## config.mk

```make
export PLATFORM = sky130hd
export DESIGN_NAME = atmega_tim_prescaler
export DESIGN_NICKNAME = d
export VERILOG_FILES = /design/src/rtl/atmega_tim_pkg.sv /design/src/rtl/atmega_tim_t_sync.sv /design/src/rtl/atmega_tim_prescaler.sv
export SDC_FILE = /design/constraint.sdc
export NUM_CORES = 1
export LEC_CHECK = 0
export CAP_MARGIN = 10
export CORE_UTILIZATION = 28
export DETAILED_ROUTE_END_ITERATION = 7
export GPL_TIMING_DRIVEN = 0
export HOLD_SLACK_MARGIN = 0.08
export PLACE_DENSITY_LB_ADDON = 0.3
export SKIP_LAST_GASP = 1
export SLEW_MARGIN = 20
export SYNTH_ARGS = -nofsm -noshare
export SYNTH_HDL_FRONTEND = slang
export SYNTH_SLANG_ARGS = --single-unit
```

## constraint.sdc

```tcl
create_clock -name clk_i -period 1.85 [get_ports clk_i]
set_input_delay 0.555 -clock clk_i [delete_from_list [all_inputs] [get_ports clk_i]]
set_output_delay 0.555 -clock clk_i [all_outputs]
set_load 0.01 [all_outputs]
```

## src/rtl/atmega_tim_pkg.sv

```systemverilog
// atmega_tim_pkg: GTCCR layout and prescaler tap positions shared by the ATmega timer blocks
package atmega_tim_pkg;
  localparam int GTCCR_PSRSYNC = 0;
  localparam int GTCCR_PSRASY  = 1;
  localparam int GTCCR_TSM     = 7;
  localparam int TAP8    = 3;
  localparam int TAP64   = 6;
  localparam int TAP256  = 8;
  localparam int TAP1024 = 10;
  typedef struct packed {
    logic tsm;
    logic psrasy;
    logic psrsync;
  } gtccr_t;
  function automatic logic [7:0] gtccr_byte(input gtccr_t g);
    logic [7:0] b;
    b = 8'h00;
    b[GTCCR_TSM] = g.tsm;
    b[GTCCR_PSRASY] = g.psrasy;
    b[GTCCR_PSRSYNC] = g.psrsync;
    return b;
  endfunction
endpackage

```

## src/rtl/atmega_tim_t_sync.sv

```systemverilog
// atmega_tim_t_sync: two-flop synchroniser plus history flop for the external T pin, with edge strobes
module atmega_tim_t_sync (
  input  logic clk,
  input  logic rst,
  input  logic t,
  input  logic mask,
  output logic rise,
  output logic fall
);
  logic meta, s1, s2;
  always_ff @(posedge clk)
    if (rst) {meta, s1, s2} <= 3'b000;
    else {meta, s1, s2} <= {t, meta, s1};
  assign rise = ~mask & s1 & ~s2;
  assign fall = ~mask & ~s1 & s2;
endmodule

```

## src/rtl/atmega_tim_prescaler.sv

```systemverilog
// atmega_tim_prescaler: shared timer prescaler owning GTCCR; optional T-pin sync under ATMEGA_TIM_EXT_CLK_SYNC_EN
module atmega_tim_prescaler
  import atmega_tim_pkg::*;
#(
  parameter PLATFORM = "XILINX",
  parameter int BUS_ADDR_DATA_LEN = 8,
  parameter logic [BUS_ADDR_DATA_LEN-1:0] GTCCR_ADDR = 'h43
) (
  input  logic clk_i,
  input  logic rst_i,
  input  logic [BUS_ADDR_DATA_LEN-1:0] addr_i,
  input  logic wr_i,
  input  logic rd_i,
  input  logic [7:0] bus_i,
  output logic [7:0] bus_o,
  output logic clk8_o,
  output logic clk64_o,
  output logic clk256_o,
  output logic clk1024_o,
  output logic psrasy_o,
  input  logic t_i,
  output logic t_rise_o,
  output logic t_fall_o
);
  localparam int unused_platform = $bits(PLATFORM);
  gtccr_t gtccr;
  logic [9:0] presc_cnt;
  logic sel;
  assign sel = addr_i == GTCCR_ADDR;
  // a write always wins over the self-clear that applies while TSM is 0
  always_ff @(posedge clk_i)
    if (rst_i) gtccr <= '0;
    else if (wr_i && sel) gtccr <= '{tsm: bus_i[GTCCR_TSM], psrasy: bus_i[GTCCR_PSRASY], psrsync: bus_i[GTCCR_PSRSYNC]};
    else if (!gtccr.tsm) gtccr <= '0;
  always_ff @(posedge clk_i)
    presc_cnt <= (rst_i || gtccr.psrsync) ? 10'h000 : presc_cnt + 10'd1;
  assign clk8_o    = presc_cnt[TAP8-1];
  assign clk64_o   = presc_cnt[TAP64-1];
  assign clk256_o  = presc_cnt[TAP256-1];
  assign clk1024_o = presc_cnt[TAP1024-1];
  assign psrasy_o  = gtccr.psrasy;
  assign bus_o     = (rd_i && sel) ? gtccr_byte(gtccr) : 8'h00;
`ifdef ATMEGA_TIM_EXT_CLK_SYNC_EN
  logic [4:0] unused_bits;
  assign unused_bits = bus_i[6:2];
  atmega_tim_t_sync u_t_sync (
    .clk(clk_i),
    .rst(rst_i),
    .t(t_i),
    .mask(gtccr.psrsync),
    .rise(t_rise_o),
    .fall(t_fall_o)
  );
`else
  logic [5:0] unused_bits;
  assign unused_bits = {bus_i[6:2], t_i};
  assign t_rise_o = 1'b0;
  assign t_fall_o = 1'b0;
`endif
endmodule

```

Word level (Yosys, flattened, before mapping) --
Cells that the tools add are included.
Word-level totals: register bits after elaboration 13, bits of input ports 21, output and inout port bits 15, logic and storage cells 13
Cells by class: add/sub/neg operators 1, eq/ne operators 2, multiplexer cells 3, reductions and logical operators 3
Operators with widths (number):
- 10-bit by 1-bit adder with 10-bit output, second input constant | 1
- 8-bit by 7-bit equality test with 1-bit output, second input constant | 1
- 8-bit two-way mux | 1
- 3-bit two-way mux | 2
- 1-bit logical AND | 2
- 2-bit by 1-bit != test with 1-bit output, second input constant | 1
- 1-bit logical OR | 1

Depth between registers and ports, before layout --
depth in word-level cells 3, depth in mapped cells 4

Worst setup path before layout --
Ideal clock, no wire load.
path type input-to-output, from input addr_i[5], to output bus_o[0], arrival time 1.244 ns, data required time 1.295 ns, slack 0.051 ns, stages on the path 3, path through nor4b_2 nand3_1 nor2_1
Between the ends: word-level cells in the longest chain between the ends 3
Ends and longest elaborated chain:
- start: declaration | line atmega_tim_prescaler.sv:11 | input logic [BUS_ADDR_DATA_LEN-1:0] addr_i,
- 8-bit by 7-bit equality test with 1-bit output | line atmega_tim_prescaler.sv:29 | assign sel = addr_i == GTCCR_ADDR;
- 1-bit logical AND | line atmega_tim_prescaler.sv:42 | assign bus_o = (rd_i && sel) ? gtccr_byte(gtccr) : 8'h00;
- 8-bit two-way mux | line atmega_tim_prescaler.sv:42
- end: declaration | line atmega_tim_prescaler.sv:15 | output logic [7:0] bus_o,
No other way between the ends.

Worst setup path after layout --
from input addr_i[7], to output bus_o[0]
Same word-level chain as after synthesis.

==> metrics <==
cell accounting for the most synthesized area dfxtp_1; max-slew violations 0; path type of the worst min-delay path register to register; IO Count 36; top-count cell post-synth dfxtp_1; post-synthesis register bit count 13; Fin Setup TNS -0.0251 ns; Tmin final 1.86 ns; Die Wd 50.3 microns; DRC violation count after routing 0; routed wire length 1.34 mm; LEAKAGE 0.000410 uW; CP Max Fanout 3; antenna violations before repair 0; Root Driver clkbuf_4; TritonCTS clock tree built; maximum buffer depth of the clock tree 2; RSZ-0062 raised after global routing true; kind of critical path input port to output pin; worst skew pair latency 0.27 ns; Reg2Reg Setup Slack 0.44 ns; 1st-pass router iterations 3; violated checks negative setup slack; Placer Congestion 0.687; top cells by area, synth dfxtp_1 (40%), buf_4 (8.1%), nor2_1 (4.6%); Hold Vio Cnt, Final 0; largest net degree at the start of global routing 9; hold path cells 1; critical path arrival 1.31 ns; Req. time, crit path 1.29 ns; vias 624; number of flops mapped to enable cells by yosys 0; first-pass GRT wire length 2.15 mm; Post-Syn Area per Cell 8.69 sq um; hpwl dp 988 microns; Site Rows 17; Power Density 547 nW/um^2; global-route usage over all layers 0.113; die area 2530 sq um; clock slew at reported path FFs 0.08 ns; crit-path max cell delay 0.29 ns; critical path launch point type input port; fmax 537 MHz; ANT nets after route 0; element type at the critical path end output pin; Main synth FF type dfxtp_1; clk sinks 13; asr flop ratio synth 0; Mapped Cells 75; skew final 0.00373 ns; Layout area overhead 51.4%; DR WL/cell 9.42 microns; Initial Utilization 0.295; vias in the first global route 584; final net count 137; clock buffer count from CTS 3; I/O Buffers 22; share of the synthesized area in the top cell type 0.399; layout cells sized above 1 0.316; routed vias/inst 4.39; grt ovf 0; Critical-path top delay cell nor4b_4; Synth Cell Area 652 sq um; Netlist cell types 29; final setup vio count 2; Hold Buf Count CTS 0; Yosys warnings 0; most frequent cells after synthesis dfxtp_1 (13), nor2_1 (8), buf_4 (7); H-tree levels 1; post-route setup slack -0.0126 ns; worst-path cell chain buf_6 -> nor4b_4 -> nand3_2 -> nor2_1 -> buf_2; max-cap violations 0; status complete, but fails checks; Detailed Route Iter0 Violations 5; sequential share of the synthesized area 0.399; cells on worst reg2reg path 4; Max VDD drop 0.401 mV; die height 50.3 microns; number of antenna diodes 0; overall power 540 uW; fin crit share 1.01; core area 2210 sq um
## repair_timing
item                                    in CTS  in global routing
setup buffers                                7                  0
pin swaps                                    5                  0
hold endpoints to repair                     0                  0
resized for setup                           42                  5
endpoints found under the setup margin       3                  5
## flip-flops by register name (all words and copies together), names as in the netlist
| signal | count |
|---|---|
| gtccr | 2 |
| presc_cnt | 10 |
| psrasy_o | 1 |
## logic make-up (layout without fill, tap and decap cells)
group,after synthesis,in the layout,share of synthesized area
XOR/XNOR,3,3,0.0403
adder cells (fa/ha/maj),1,1,0.0192
other,1,7,0.00575
flip-flops,13,13,0.399
AO/OA/AOI/OAI,12,12,0.115
multiplexers,1,1,0.0154
buffers and inverters,12,45,0.109
AND/OR/NAND/NOR,32,32,0.296
## power by group
part	total, uW	leakage, uW	switching [uW]	internal (uW)
clock	175	0.0000150	91.2	83.5
sequential	292	0.000106	6.07	285
combinational	74.1	0.000289	26.7	47.4
## stage by stage
step           std cells   util  hold WS (ns)  cell area, sq um  setup WS [ns]
2_1_floorplan         81      -         0.430               674         0.0506
3_3_place_gp         131  0.420         0.445               930         -0.914
3_5_place_dp         131  0.420         0.451               930         -0.915
4_1_cts              142  0.447         0.470               988        -0.0234
5_1_grt              142  0.446         0.487               987        -0.0671
6_report             142  0.446         0.463               987        -0.0126
## final timing paths
kind,start,end
min reg2reg,presc_cnt[0],presc_cnt[0]
max,addr_i[7],bus_o[0]
max reg2reg,presc_cnt[0],presc_cnt[8]
min,presc_cnt[0],presc_cnt[0]
## layout by cell type, fill, tap and decap left out, drive strengths merged, types with 2 or more instances in the layout
master,n
nor2,8
nand3,4
buf,23
clkbuf,7
clkdlybuf4s50,10
nand2,2
or3,3
inv,4
dfxtp,13
o31ai,3
nand2b,2
a21oi,4
nand4,4
conb,7
nor2b,2
xor2,2
o21ai,3
## per-layer routing
metal | global-route usage | up-vias | routed length, microns
met2 | 0.202 | 27 | 662
met4 | 0.0429 | 0 | 0
met1 | 0.110 | 270 | 555
li1 | - | 327 | -
met3 | 0.0545 | 0 | 119
met5 | 0 | - | 0
## cell type report
type | count | area [sq um]
clock buffer | 4 | 26.3
inverter | 4 | 15.0
tap | 28 | 35.0
timing repair buffer | 29 | 235
fill | 249 | 1220
multi-input combinational | 56 | 357
sequential | 13 | 263
buffer | 8 | 56.3
## critical path, delay by kind of cell
kind	cells	cell delay (ns)
AND/OR/NAND/NOR	3	0.52
buffers and inverters	2	0.22
No activity file was read; power rests on OpenSTA's default activity.
